File: config.mk
export PLATFORM = sky130hd
export DESIGN_NAME = platform_scheduler
export DESIGN_NICKNAME = d
export VERILOG_FILES = /design/src/rtl/platform_scheduler.sv
export SDC_FILE = /design/constraint.sdc
export NUM_CORES = 1
export LEC_CHECK = 0
export ABC_CLOCK_PERIOD_IN_PS = 7800
export CORE_MARGIN = 10
export CORE_UTILIZATION = 53
export CTS_CLUSTER_DIAMETER = 200
export DETAILED_ROUTE_END_ITERATION = 16
export HOLD_SLACK_MARGIN = 0.15
export PLACE_DENSITY = 0.81
export SLEW_MARGIN = 5
export SYNTH_ARGS = -nofsm -noshare
export SYNTH_HDL_FRONTEND = slang
export SYNTH_SLANG_ARGS = --single-unit
File: constraint.sdc
create_clock -name Clk -period 7.8 [get_ports Clk]
set_clock_uncertainty 0.2 [all_clocks]
set_input_delay 1.17 -clock Clk [delete_from_list [all_inputs] [get_ports Clk]]
set_output_delay 1.17 -clock Clk [all_outputs]
set_load 0.03 [all_outputs]
File: src/rtl/platform_scheduler.sv
// platform_scheduler: 16-slot platform table; once per frame it scrolls every slot and respawns
// off-screen slots above the highest survivor. Define PLAT_SPRING_EN to add spring tracking.
module platform_scheduler #(
   parameter int          NUM_PLAT  = 16,
   parameter int          SCREEN_H  = 480,
   parameter int          XSPAN     = 360,
   parameter int          INIT_Y0   = 440,
   parameter int          INIT_STEP = 28,
   parameter int          GAP_EASY  = 40,
   parameter int          GAP_MED   = 60,
   parameter int          GAP_HARD  = 80,
   parameter logic [15:0] LFSR_SEED = 16'hACE1,
   localparam int         IDX_W     = $clog2(NUM_PLAT)
) (
   input  logic                  Clk,
   input  logic                  Reset_n,
   input  logic                  frame_clk,
   input  logic [5:0]            scroll_amt,
   input  logic [1:0]            difficulty,
   output logic [9*NUM_PLAT-1:0] plat_x_flat,
   output logic [9*NUM_PLAT-1:0] plat_y_flat,
   output logic                  busy,
   output logic                  frame_done,
   output logic                  overrun,
   output logic [15:0]           spawn_count,
   output logic                  spring_valid,
   output logic [IDX_W-1:0]      spring_slot
);
   typedef enum logic [2:0] {INIT, IDLE, SCROLL, SPAWN, DONE} state_t;

   localparam logic [15:0]      SEED = (LFSR_SEED == 16'h0) ? 16'hACE1 : LFSR_SEED;
   localparam logic [IDX_W-1:0] LAST = IDX_W'(NUM_PLAT - 1);

   state_t           state, next_state;
   logic [8:0]       plat_x [NUM_PLAT];
   logic [8:0]       plat_y [NUM_PLAT];
   logic [IDX_W-1:0] idx;
   logic [15:0]      lfsr, lfsr_next;
   logic             fsync, fprev, frame_edge, idx_last;
   logic [5:0]       scroll_q;
   logic [1:0]       diff_q;
   logic [NUM_PLAT-1:0] dead;
   logic [9:0]       top, top_eff, gap, scroll_sum;
   logic [8:0]       spawn_y, init_y, new_x;
   logic             busy_d, done_d;

   function automatic logic [8:0] x_rule(input logic [8:0] r);
      return (r >= 9'(XSPAN)) ? r - 9'(XSPAN) : r;
   endfunction

   function automatic logic [9:0] gap_base(input logic [1:0] d);
      case (d)
         2'd0:    return 10'(GAP_EASY);
         2'd1:    return 10'(GAP_MED);
         default: return 10'(GAP_HARD);
      endcase
   endfunction

   function automatic logic [15:0] sat_inc(input logic [15:0] c);
      return (c == 16'hFFFF) ? c : c + 16'd1;
   endfunction

   assign frame_edge = fsync & ~fprev;
   assign idx_last   = (idx == LAST);
   assign lfsr_next  = {lfsr[14:0], lfsr[15] ^ lfsr[13] ^ lfsr[12] ^ lfsr[10]};
   assign new_x      = x_rule(lfsr[8:0]);
   assign init_y     = 9'(INIT_Y0 - int'(idx) * INIT_STEP);
   assign scroll_sum = {1'b0, plat_y[idx]} + {4'd0, scroll_q};
   // With no survivors top is still the 3FF sentinel; spawn relative to the screen bottom instead.
   assign top_eff    = (top == 10'h3FF) ? 10'(SCREEN_H) : top;
   assign gap        = gap_base(diff_q) + {6'd0, lfsr[3:0]};
   assign spawn_y    = (top_eff >= gap) ? 9'(top_eff - gap) : 9'd0;

   always_ff @(posedge Clk) begin
      if (!Reset_n) state <= INIT;
      else          state <= next_state;
   end

   always_comb begin
      next_state = state;
      case (state)
         INIT:    if (idx_last)   next_state = DONE;
         IDLE:    if (frame_edge) next_state = SCROLL;
         SCROLL:  if (idx_last)   next_state = SPAWN;
         SPAWN:   if (idx_last)   next_state = DONE;
         DONE:                    next_state = IDLE;
         default:                 next_state = INIT;
      endcase
   end

   always_comb begin
      busy_d = (next_state != IDLE);
      done_d = (state == DONE);
   end

   always_ff @(posedge Clk) begin
      if (!Reset_n) begin
         for (int i = 0; i < NUM_PLAT; i++) begin
            plat_x[i] <= '0;
            plat_y[i] <= '0;
         end
         lfsr        <= SEED;
         fsync       <= 1'b1;
         fprev       <= 1'b1;
         idx         <= '0;
         busy        <= 1'b0;
         frame_done  <= 1'b0;
         overrun     <= 1'b0;
         spawn_count <= '0;
         dead        <= '0;
         top         <= 10'h3FF;
         scroll_q    <= '0;
         diff_q      <= '0;
      end else begin
         fsync      <= frame_clk;
         fprev      <= fsync;
         busy       <= busy_d;
         frame_done <= done_d;
         if (frame_edge && state != IDLE) overrun <= 1'b1;
         case (state)
            INIT: begin
               plat_x[idx] <= new_x;
               plat_y[idx] <= init_y;
               lfsr        <= lfsr_next;
               idx         <= idx_last ? '0 : idx + 1'b1;
            end
            IDLE: if (frame_edge) begin
               scroll_q <= scroll_amt;
               diff_q   <= difficulty;
               dead     <= '0;
               top      <= 10'h3FF;
               idx      <= '0;
            end
            SCROLL: begin
               if (scroll_sum >= 10'(SCREEN_H)) dead[idx] <= 1'b1;
               else begin
                  plat_y[idx] <= scroll_sum[8:0];
                  if (scroll_sum < top) top <= scroll_sum;
               end
               idx <= idx_last ? '0 : idx + 1'b1;
            end
            SPAWN: begin
               if (dead[idx]) begin
                  plat_x[idx] <= new_x;
                  plat_y[idx] <= spawn_y;
                  top         <= {1'b0, spawn_y};
                  lfsr        <= lfsr_next;
                  spawn_count <= sat_inc(spawn_count);
               end
               idx <= idx_last ? '0 : idx + 1'b1;
            end
            default: ;
         endcase
      end
   end

`ifdef PLAT_SPRING_EN
   always_ff @(posedge Clk) begin
      if (!Reset_n) begin
         spring_valid <= 1'b0;
         spring_slot  <= '0;
      end else if (state == SCROLL && scroll_sum >= 10'(SCREEN_H) && idx == spring_slot) begin
         spring_valid <= 1'b0;
      end else if (state == SPAWN && dead[idx] && lfsr[7:5] == 3'b000) begin
         spring_valid <= 1'b1;
         spring_slot  <= idx;
      end
   end
`else
   assign spring_valid = 1'b0;
   assign spring_slot  = '0;
`endif

   always_comb begin
      plat_x_flat = '0;
      plat_y_flat = '0;
      for (int i = 0; i < NUM_PLAT; i++) begin
         plat_x_flat[9*i +: 9] = plat_x[i];
         plat_y_flat[9*i +: 9] = plat_y[i];
      end
   end

endmodule
* Word-level counts from Yosys, hierarchy flattened *
Memories as Yosys holds them, arrays and structs flattened. A register that Yosys moved wholly into a read port is not among the register bits.
Cells that the tools add are included.
Widths: inputs -> output; s select.

operators by class
  equal/unequal tests = 15
  multiplexer cells = 48
  $mul = 1
  bitwise operators = 10
  reduce and logical (&&, ||, !) cells = 18
  $add $sub $neg = 7
  $lt $le $gt $ge = 6

operator list
  cell                   number
  $pmux 16 s2            2
  $mux 9                 7
  $mux 10                5
  $mux 16                3
  $pmux 10 s3            1
  $mux 4                 6
  $reduce_or 9->1        2
  $add 16x1->16 const B  1
  $eq 16x16->1 const B   1
  $mux 1                 16
  $or 16x16->16          1
  $pmux 7 s2             1
  $pmux 3 s4             1
  $add 9x6->10           1
  $eq 10x10->1 const B   1
  $ge 10x8->1            1
  $ge 10x9->1 const B    1
  $lt 10x10->1           1
  $ne 2x2->1 const B     5
  $ge 9x9->1 const B     1
  $mux 3                 3
  $sub 9x9->9            1
  $sub 9x9->9 const A    1
  $sub 9x9->9 const B    1
  other kinds (28)       41

word-level totals
  flip-flop bits (word level) = 78
  RAM bits = 288
  bits of input ports = 11
  memories = 2

memories
  name    depth  width  rd ports  clocked after memory_dff  write ports  RTL line  source
  plat_x  16     9      16        0                         16           35        logic [8:0] plat_x [NUM_PLAT];
  plat_y  16     9      17        1                         16           36        logic [8:0] plat_y [NUM_PLAT];

* Depth between registers and ports, before layout *
  word-level depth = 10
  mapped depth = 23
  gate-level depth less buffers = 18

* Least setup slack after synthesis *
Ideal clock, no wire load.

  path type = register -> register
  from = register with a tool-made name
  to = memory plat_y[10][0] (enable)
  library setup time = 0.387 ns
  path slack = 1.796 ns
  clock period less this slack = 6.004 ns
  buffers on the path = 7
  cell stages (with the launch flop) = 18
  data arrival time = 5.416 ns
  required time = 7.213 ns
  path through = dfxtp_1 > buf_6 > buf_6 > buf_4 > buf_1 > mux4_2 > mux4_2 > ha_1 > a211oi_1 > o21bai_1 > a21oi_1 > mux2i_1 > o311a_1 > buf_6 > a311o_1 > buf_2 > clkbuf_1 > o21ai_0

RTL lines
  what       RTL line
  to (decl)  36

==> impl_results.rst <==
.. list-table::
   :header-rows: 1

   * - Metric
     - Value
   * - Run status
     - finished, final reports clean
   * - Number of hold-repair buffers added at the cts stage
     - 0
   * - Starting density of the core
     - 0.536
   * - Design area
     - roughly 22000 um^2
   * - GR Overflow Total
     - 0
   * - Share of the synthesized area in the top cell type
     - 0.511
   * - CP Data Required Time
     - 7.75 ns
   * - Peak supply drop
     - between 0.2 and 0.25 mV
   * - Resized cells post-CTS
     - 0
   * - Minimum clock period after layout
     - around 6.7 ns
   * - PwrDens
     - 221 nW/um^2
   * - Number of cell rows
     - 65
   * - Syn avg cell area
     - around 12 um^2
   * - Placed standard-cell area
     - ~20000 um^2
   * - Clock tree from TritonCTS
     - built
   * - Area of the die
     - 39500 um^2
   * - Maximum operating frequency
     - 149 MHz
   * - Buffer type at the clock tree root
     - sky130_fd_sc_hd__clkbuf_16
   * - Initial detailed-routing violation count
     - 1194
   * - Number of antenna cells inserted
     - 0
   * - H-tree lvl count
     - 2
   * - Synthesized netlist cell count
     - 1412
   * - WHS
     - 0.250 ns
   * - Width of the die
     - 199 um
   * - Arrival time of the worst setup path
     - 6.64 ns
   * - First-pass GRT wire length
     - 80.6 mm
   * - Clock-pin slew reported for the worst setup and hold paths after clock tree synthesis
     - 0.06 ns
   * - Num ports
     - 323
   * - Netlist Area Pre-Place
     - 16900 um^2
   * - Number of buffers inserted to repair setup after CTS
     - 0
   * - Synth warnings
     - 0
   * - Average vias per placed instance
     - 6.05
   * - Depth of the most critical reg-to-reg path
     - 11
   * - Wire per inst
     - 25.6 um
   * - Via count of the first global-routing pass
     - 12900
   * - Worst r2r dst
     - plat_y[14][5]
   * - Total wire length after detailed routing
     - between 50 and 60 mm
   * - Fraction of registers with async set/reset
     - 0
   * - CTS Buf Count
     - 37
   * - Area grow syn2layout
     - 27.5%
   * - Transition time of the tightest slew-check pin
     - 1.27 ns
   * - Die Y-Extent
     - 199 um
   * - Destination of the critical timing path
     - plat_y[14][5]
   * - Source-to-sink clock delay at the later pin of the worst-skew pair
     - 0.54 ns
   * - Remaining antenna violation count after routing
     - 0
   * - Share of the clock period used by the worst path
     - 0.858
   * - Synth cell types
     - 60
   * - Critical setup path kind
     - flop to flop
   * - Count of flip-flops with a built-in enable after synthesis
     - 288
   * - Most common cell in the netlist
     - sky130_fd_sc_hd__edfxtp_1
   * - Number of failing hold endpoints at the final stage
     - 0
   * - Maximum clock insertion buffer count
     - 3
   * - Start point of the worst min-delay path
     - dead[14]
   * - Setup repair after global routing missed its margin
     - false
   * - Register-to-register setup slack
     - 1.11 ns
   * - Number of nets in the layout
     - 1764
   * - Share of cells above drive strength 1
     - 0.0848
   * - Slew headroom
     - 0.143
   * - Pins Over Slew Limit
     - 0
   * - Primary flip-flop cell chosen by synthesis mapping
     - sky130_fd_sc_hd__edfxtp_1
   * - Number of antenna violations at the first check in global routing
     - 1
   * - Number of remaining DRC errors
     - 0
   * - Tot GR Track Use
     - 0.270
   * - Maximum number of pins on one net before global-route repair
     - 58
   * - Top cell type by total area after synthesis
     - sky130_fd_sc_hd__edfxtp_1
   * - Crit-path max FO
     - 40
   * - Number of clock sinks
     - 370
   * - Sum Neg Setup Slack
     - 0 ns
   * - Number of port buffers
     - roughly 320
   * - Total core area
     - around 32000 um^2
   * - Detailed-routing iteration count for the pre-antenna-repair pass
     - 5
   * - Worst hold path class
     - flop to flop
   * - Max-cap violation count
     - 0
   * - Final core utilization
     - 0.684
   * - Standby leakage power
     - ~0.0080 uW
   * - Half-perimeter wire length after detailed placement
     - 40.0 mm
   * - Cell types occupying the most area after synthesis
     - sky130_fd_sc_hd__edfxtp_1 51%, sky130_fd_sc_hd__dfxtp_1 9.7%, sky130_fd_sc_hd__nor2_1 6.2%, sky130_fd_sc_hd__mux4_2 5.7%, sky130_fd_sc_hd__ha_1 2.9%
   * - Part of the Yosys area used for sequential elements
     - 0.608
   * - Final setup vio count
     - 0
   * - Top cells by instance count after synthesis
     - 288 x sky130_fd_sc_hd__edfxtp_1, 278 x sky130_fd_sc_hd__nor2_1, 98 x sky130_fd_sc_hd__nand2_1
   * - Final weighted congestion in routability-driven placement
     - 0.968
   * - Nature of the critical path endpoint
     - flop
   * - Post-synthesis register bit count
     - 370
   * - Routed vias
     - 12900
   * - Nature of the critical path startpoint
     - flop
## worst min-delay path by stage
stage               end  slack (ns)  cells after the start
2_1_floorplan  dead[12]        0.22                      2
3_3_place_gp   dead[11]        0.23                      2
3_5_place_dp   dead[14]        0.24                      2
4_1_cts         dead[4]        0.25                      2
5_1_grt        lfsr[14]        0.29                      2
6_report       dead[14]        0.25                      2
## kinds of logic after synthesis
kind of cell | count (synthesis) | share of synthesized area
and+or+nand+nor | 561 | 0.153
DFF | 370 | 0.608
AOI/OAI and AO/OA | 185 | 0.0721
buffers and inverters | 139 | 0.0356
muxes | 73 | 0.0750
adders and majority gates | 46 | 0.0371
xor gates and xnor gates | 37 | 0.0191
other | 1 | 0.000222
## routing by layer
layer | wire, um | GRT usage | up-vias
met1 | 18900 | 0.310 | 6274
met4 | 2560 | 0.127 | 2
met5 | 9 | 0 | -
li1 | - | - | 5656
met2 | 25800 | 0.433 | 827
met3 | 7290 | 0.108 | 161
## layout make-up
| cell class | count | area, um^2 |
|---|---|---|
| flip-flops and latches | 370 | 10300 |
| fillers | 2245 | 9980 |
| multi-input cells | 907 | 6060 |
| repair buffers | 354 | 3450 |
| clock buffers | 53 | 1030 |
| well taps | 402 | 503 |
| inverters | 37 | 139 |
| clock inverters | 12 | 108 |
## flip-flops by register name, summed over array words and instances (netlist names), named ones only
register / count
spawn_count: 16
plat_y: 144
state: 3
dead: 16
idx: 4
top: 10
lfsr: 16
overrun: 1
diff_q: 2
fprev: 1
fsync: 1
busy: 1
plat_x: 144
frame_done: 1
scroll_q: 6
## metrics by stage
step	total power [uW]	setup WS [ns]	std cells
floorplan	2770	1.80	1416
global route	4890	0.740	2135
detailed placement	3100	1.23	2070
CTS	4770	1.14	2135
global placement	3080	1.52	2070
finish	4770	1.11	2135
## worst max-delay path: stages, from the launching register on
cell	delay, ns
sky130_fd_sc_hd__dfxtp_2	0.89
sky130_fd_sc_hd__mux4_2	0.66
sky130_fd_sc_hd__mux4_2	0.55
sky130_fd_sc_hd__ha_1	0.31
sky130_fd_sc_hd__a211oi_1	0.26
sky130_fd_sc_hd__o21bai_1	0.11
sky130_fd_sc_hd__a21oi_1	0.41
sky130_fd_sc_hd__mux2i_1	0.21
sky130_fd_sc_hd__o311a_1	0.56
sky130_fd_sc_hd__a311o_2	0.69
sky130_fd_sc_hd__buf_4	0.37
sky130_fd_sc_hd__o21ai_0	1.03
## report_power, final
part           internal (uW)  switching [uW]  total [uW]
Clock                    956             752        1710
Combinational            275             499         774
Sequential              2220            73.2        2290
Total                   3450            1320        4770
## cell usage in the layout (no fill, tap or decap), types with 38 or more instances in the layout
cell and instances:
sky130_fd_sc_hd__clkbuf_16 38, sky130_fd_sc_hd__clkdlybuf4s50_1 316, sky130_fd_sc_hd__dfxtp_1 81, sky130_fd_sc_hd__edfxtp_1 288, sky130_fd_sc_hd__ha_1 39, sky130_fd_sc_hd__mux4_2 43
sky130_fd_sc_hd__nand2_1 98, sky130_fd_sc_hd__nand3_1 39, sky130_fd_sc_hd__nor2_1 278, sky130_fd_sc_hd__o21ai_0 68
Note: power is estimated with default switching activity, not from simulation.
